**config.mk**
```make
export PLATFORM = sky130hd
export DESIGN_NAME = pc_unit
export DESIGN_NICKNAME = d
export VERILOG_FILES = /design/src/rtl/pc_unit.sv
export SDC_FILE = /design/constraint.sdc
export NUM_CORES = 1
export LEC_CHECK = 0
export CORE_MARGIN = 4
export CORE_UTILIZATION = 50
export DETAILED_ROUTE_END_ITERATION = 8
export GPL_TIMING_DRIVEN = 0
export PLACE_DENSITY = 0.9
export SLEW_MARGIN = 20
export SYNTH_ARGS = -nofsm -noshare
export SYNTH_HDL_FRONTEND = slang
export SYNTH_SLANG_ARGS = --single-unit
```
**constraint.sdc**
```tcl
create_clock -name clk_50Mhz -period 4.45 [get_ports clk_50Mhz]
set_input_delay 0.445 -clock clk_50Mhz [delete_from_list [all_inputs] [get_ports clk_50Mhz]]
set_output_delay 0.445 -clock clk_50Mhz [all_outputs]
set_load 0.1 [all_outputs]
```
**src/rtl/pc_unit.sv**
```systemverilog
// pc_unit: fetch-stage program counter with prioritised redirects
// (exception, exception return, branch) and an exception PC register.
// Optional return-address stack, built only when macro PC_RAS_EN is defined.
module pc_unit #(
  parameter int                 PC_WIDTH   = 16,
  parameter logic [PC_WIDTH-1:0] RESET_PC  = '0,
  parameter int                 PC_INC     = 1,
  parameter logic [PC_WIDTH-1:0] EXC_VECTOR = 'h0004,
  parameter int                 RAS_DEPTH  = 4
) (
  input  logic                clk_50Mhz,
  input  logic                rst,
  input  logic                PC_pause,
  input  logic                exc_valid,
  input  logic                eret_valid,
  input  logic                branch_valid,
  input  logic [PC_WIDTH-1:0] branch_target,
  input  logic                call_push,
  input  logic                ret_pop,
  output logic [PC_WIDTH-1:0] PC_out,
  output logic [PC_WIDTH-1:0] EPC_out,
  output logic                ras_empty,
  output logic                ras_full
);

  localparam logic [PC_WIDTH-1:0] INC_W = PC_WIDTH'(PC_INC);

  logic [PC_WIDTH-1:0] pc_q, pc_d, epc_q, epc_d, pc_seq;

  // Sequential successor; also the value pushed as a return address.
  assign pc_seq = pc_q + INC_W;

`ifdef PC_RAS_EN
  localparam int PW = $clog2(RAS_DEPTH);
  localparam logic [PW:0] CNT_FULL = (PW+1)'(RAS_DEPTH);

  logic [PC_WIDTH-1:0] ras_mem [RAS_DEPTH];
  logic [PW-1:0]       ptr_q, ptr_d, top_idx, ras_widx;
  logic [PW:0]         cnt_q, cnt_d;
  logic                ras_we;

  // ptr_q addresses the next free slot, so the top entry sits one below it.
  // When full, ptr_q lands on the oldest entry and a push overwrites it.
  assign top_idx = ptr_q - PW'(1);

  // Next-PC priority chain and RAS bookkeeping.
  always_comb begin
    pc_d     = pc_seq;
    epc_d    = epc_q;
    ptr_d    = ptr_q;
    cnt_d    = cnt_q;
    ras_we   = 1'b0;
    ras_widx = ptr_q;
    if (exc_valid) begin
      pc_d  = EXC_VECTOR;
      epc_d = pc_q;
    end else if (eret_valid) begin
      pc_d = epc_q;
    end else if (branch_valid) begin
      pc_d = branch_target;
    end else if (PC_pause) begin
      pc_d = pc_q;
    end else if (ret_pop && (cnt_q != '0)) begin
      pc_d = ras_mem[top_idx];
      if (call_push) begin
        // Pop and push together: replace the top in place.
        ras_we   = 1'b1;
        ras_widx = top_idx;
      end else begin
        ptr_d = top_idx;
        cnt_d = cnt_q - 1'b1;
      end
    end else if (call_push) begin
      ras_we   = 1'b1;
      ras_widx = ptr_q;
      ptr_d    = ptr_q + PW'(1);
      if (cnt_q != CNT_FULL) cnt_d = cnt_q + 1'b1;
    end
  end

  // RAS pointer and count registers.
  always_ff @(posedge clk_50Mhz) begin
    if (rst) begin
      ptr_q <= '0;
      cnt_q <= '0;
    end else begin
      ptr_q <= ptr_d;
      cnt_q <= cnt_d;
    end
  end

  // RAS storage; contents need no reset because count gates every read.
  always_ff @(posedge clk_50Mhz) begin
    if (!rst && ras_we) ras_mem[ras_widx] <= pc_seq;
  end

  assign ras_empty = (cnt_q == '0);
  assign ras_full  = (cnt_q == CNT_FULL);
`else
  logic unused_ras;
  assign unused_ras = call_push ^ ret_pop;

  // Next-PC priority chain without return prediction.
  always_comb begin
    pc_d  = pc_seq;
    epc_d = epc_q;
    if (exc_valid) begin
      pc_d  = EXC_VECTOR;
      epc_d = pc_q;
    end else if (eret_valid) begin
      pc_d = epc_q;
    end else if (branch_valid) begin
      pc_d = branch_target;
    end else if (PC_pause) begin
      pc_d = pc_q;
    end
  end

  assign ras_empty = 1'b1;
  assign ras_full  = 1'b0;
`endif

  // PC and EPC registers; reset wins over every request.
  always_ff @(posedge clk_50Mhz) begin
    if (rst) begin
      pc_q  <= RESET_PC;
      epc_q <= RESET_PC;
    end else begin
      pc_q  <= pc_d;
      epc_q <= epc_d;
    end
  end

  assign PC_out  = pc_q;
  assign EPC_out = epc_q;

endmodule
```
## After elaboration in Yosys (flattened, before gate mapping)

Cells that the tools add are included.

| storage, ports and cells | value |
|---|---|
| register bits after elaboration | 32 |
| input port bits | 24 |
| output and inout bits | 34 |
| logic and storage cells | 11 |

| operators by class | value |
|---|---|
| $add $sub $neg | 1 |
| equality and inequality tests | 2 |
| mux-type cells | 4 |
| reductions and logical operators | 1 |

Operator list:

| operator | number |
|---|---|
| 16-bit two-way mux | 3 |
| 16-bit by 1-bit adder with 16-bit output, second input constant | 1 |
| 4-bit by 1-bit != test with 1-bit output, second input constant | 1 |
| 3-bit two-way mux | 1 |
| 3-bit by 1-bit != test with 1-bit output, second input constant | 1 |
| 2-bit OR reduction | 1 |

## Longest topological paths before layout

| depth | value |
|---|---|
| word-level depth | 5 |
| mapped depth | 6 |
| mapped depth without buffers | 5 |

## Worst setup path before layout

Ideal clock, no wire load.

| timing | value |
|---|---|
| path kind | register -> register |
| from | register pc_q[0], in the netlist PC_out[0] |
| to | register pc_q[12], in the netlist PC_out[12] |
| setup time | 124 ps |
| data arrival time | 2382 ps |
| required time | 4326 ps |
| slack | 1944 ps |
| stages on the path, launching flop included | 7 |
| path buffers | 1 |
| clock period less this slack | 2506 ps |
| cell sequence | dfxtp_1 > ha_1 > nand3_1 > buf_2 > or4_1 > o21ai_1 > a21oi_1 |

| on the way | value |
|---|---|
| word-level cells in the longest chain between the ends | 4 |

RTL lines:

| element | line | RTL |
|---|---|---|
| start: declaration | 28 | `logic [PC_WIDTH-1:0] pc_q, pc_d, epc_q, epc_d, pc_seq;` |
| start signal: assignment | 129 | `pc_q <= pc_d;` |
| 16-bit by 1-bit adder with 16-bit output | 31 | `assign pc_seq = pc_q + INC_W;` |
| 16-bit two-way mux | 114 | `end else if (PC_pause) begin` |
| 16-bit two-way mux | 112 | `end else if (branch_valid) begin` |
| 16-bit two-way mux | 110 | `end else if (eret_valid) begin` |

No other way between the ends. The select of a mux whose other input is x is not followed.
A chain may end at the register's enable or synchronous reset.

## Final worst setup path

| timing | value |
|---|---|
| from | register pc_q[2], in the netlist PC_out[2] |
| to | output port PC_out[2] |

RTL lines:

| element | line | RTL |
|---|---|---|
| end: declaration | 20 | `output logic [PC_WIDTH-1:0] PC_out,` |

No word-level cell between the ends.

==> impl_metrics.toml <==
[power]
p_seq_frac = 0.445
powerDensity_mw_per_mm2 = 278
p_sw_w = 0.000221
power_frac_comb = 0.237
leakagePower_nw = 0.885
clkPwrFrac = 0.318
p_int_w = 0.000466
power.total_w = 0.000687
ir_drop_uv = 204
swShare = 0.322

[cells_and_area]
n_fill_cell = 272
area_growth_pct = 35.4
final_cells = 319
final_nets = 297
drive_above_1_share = 0.0952
antennaDiodeCount = 0

[floorplan]
die_h_um = 68.4
initial_core_util = 0.533
die-area_sq_mm = 0.00467
die_w_um = 68.4
ios = 58
rows = 21
coreArea_sq_mm = 0.00342

[critical_path]
rr_endpoint = "PC_out[12]"
critical_path_buf_inv_count = 1
startpoint = "PC_out[2]"
cpPeakStageDelay_ps = 1200
cp_max_fo = 8
rrSetupSlack_ps = 2550
cp.depth = 1
critPathTopFamily = "buffers and inverters"
arrival_ps = 2050
required_ps = 4010
worst_r2r_path_depth = 6
crit_path_end_kind = "primary output"
endpoint = "PC_out[2]"
cpMaxStageDelayCell = "clkdlybuf4s50_1"
crit_chain = "clkdlybuf4s50_1"
r2r-start = "PC_out[0]"
start_kind = "flip-flop"
crit_type = "flip-flop to primary output"

[route]
drt_wl_total_mm = 5.29
drc = 0
vias_per_cell = 5.98
drtAntennaViolNets = 0
wl_per_cell_um = 16.6
num_vias = 1908
drtIter0Drc = 221
dr.pass1.iters = 6

[clock_tree]
numClockSinks = 32
post_cts_buffers = 0
cts-resized-gates = 0
hold_buffers = 0
worstSkewPairLatency_ps = 350
clock-root-buffer = "clkbuf_4"
cts_max_path_buffers = 2
path_clk_slew_ps = 110
htree_levels = 2
cts_tree = "done"
cts_buffers = 5

[worst_hold_path]
hp-class = "input port to flip-flop"
holdPathStages = 2

[outcome]
status = "finished clean"

[logic_synthesis]
synthFlopType = "dfxtp_1"
syn-num-nets = 239
synth-edff-count = 0
syn-cell-area_sq_mm = 0.00182
seq_area_frac_synth = 0.352
synthCells = 214
ys_async_sr_fraction = 0
synth_cell_types = 53
synth.avg_cell_area_sq_um = 8.51
ys_seq_elements = 32
yosys_warnings = 0

[global_route]
grtUsageTotal = 0.240
first_global_vias = 1712
grt_max_degree = 11
grt_pass1_wl_mm = 8.28
grt_antenna_before_repair = 0
grt_overflow_total = 0

[timing]
rsz0062_at_grt = "no"
worst_pin_slew_ps = 983
max_freq_ghz = 0.401
skew_ps = 11.9
maxSlewViolCount = 0
tns_ps = 0
hold_viol = 0
worst_slack_ps = 1950
min_period_ps = 2500
period_share = 0.561
slew_headroom = 0.342
setup_violations = 0

[placement]
hpwl_mm = 3.73
io_buffers = 51
dp.cells = 311
globalplace.congestion = 0.906
pre_cts_ws_ps = 2150

[flow_run]
maxCapViolations = 0
## cells by family (layout without fill, tap and decap cells)
group | Yosys count | in the layout | synth area share
mux | 21 | 21 | 0.116
xor+xnor | 3 | 3 | 0.0144
other cells | 2 | 2 | 0.00412
compound gates | 53 | 53 | 0.216
simple gates | 80 | 80 | 0.236
buf+inv | 22 | 81 | 0.0549
flops | 32 | 32 | 0.352
fa+ha+maj | 1 | 1 | 0.00687
## stage by stage
step	hold slack, ps	util	cell area (sq um)
after floorplan	643	-	1820
after global placement	496	0.700	2390
after detailed placement	499	0.700	2390
after CTS	394	0.722	2470
after global routing	397	0.722	2470
final	390	0.722	2470
## registers in the layout, summed over array words and instances (netlist names)
name and cells:
EPC_out 16, PC_out 16
## Yosys cell counts (all sizes together) (4+ instances only)
master	n	area [sq um]
a21oi	11	55.1
buf	11	58.8
clkbuf	6	22.5
dfxtp	32	641
inv	4	15.0
mux2i	20	200
nand2	15	56.3
nand3	6	30.0
nand3b	4	30.0
nor2	25	93.8
nor3	4	20.0
nor4	7	56.3
o21ai	8	40.0
o221ai	8	70.1
## layout make-up
| type | instances | area, sq um | share of cell area |
|---|---|---|---|
| clock inverters | 2 | 35.0 | 0.0142 |
| clock buffers | 6 | 41.3 | 0.0167 |
| flip-flops and latches | 32 | 641 | 0.260 |
| inverters | 5 | 18.8 | 0.00761 |
| multi-input cells | 160 | 1080 | 0.438 |
| repair buffers | 51 | 510 | 0.207 |
| plain buffers | 17 | 81.3 | 0.0330 |
| well taps | 46 | 57.6 | 0.0233 |
## power by group through the flow
stage / Sequential (W) / Combinational (W) / Clock [W]
2_1_floorplan: 0.000363 / 0.0000614 / 0
3_3_place_gp: 0.000311 / 0.000159 / 0
3_5_place_dp: 0.000312 / 0.000161 / 0
4_1_cts: 0.000305 / 0.000162 / 0.000221
5_1_grt: 0.000307 / 0.000170 / 0.000232
6_report: 0.000305 / 0.000162 / 0.000219
## worst min-delay path by stage
| stage | startpoint | endpoint |
|---|---|---|
| after global routing | rst | EPC_out[2] |
| final | rst | EPC_out[3] |
| after floorplan | branch_target[5] | PC_out[5] |
| after detailed placement | EPC_out[6] | PC_out[6] |
| after global placement | EPC_out[7] | EPC_out[7] |
| after CTS | rst | EPC_out[3] |
## metal layers
layer,up-vias,global-route usage,routed length [um]
met2,98,0.366,2420
met3,13,0.0509,400
met4,0,0.122,123
li1,913,-,-
met1,884,0.316,2350
met5,-,0,0
## cells in the final DEF, fill, tap and decap left out, types with 6 or more instances in the layout
cell type         n
nand2_1          15
clkbuf_1          7
a21oi_1          11
o21ai_0           7
nand3_1           6
nor2_1           25
buf_2             8
dfxtp_1          32
mux2i_1          20
clkdlybuf4s50_1  51
o221ai_1          8
(Power assumes the default switching activity.)
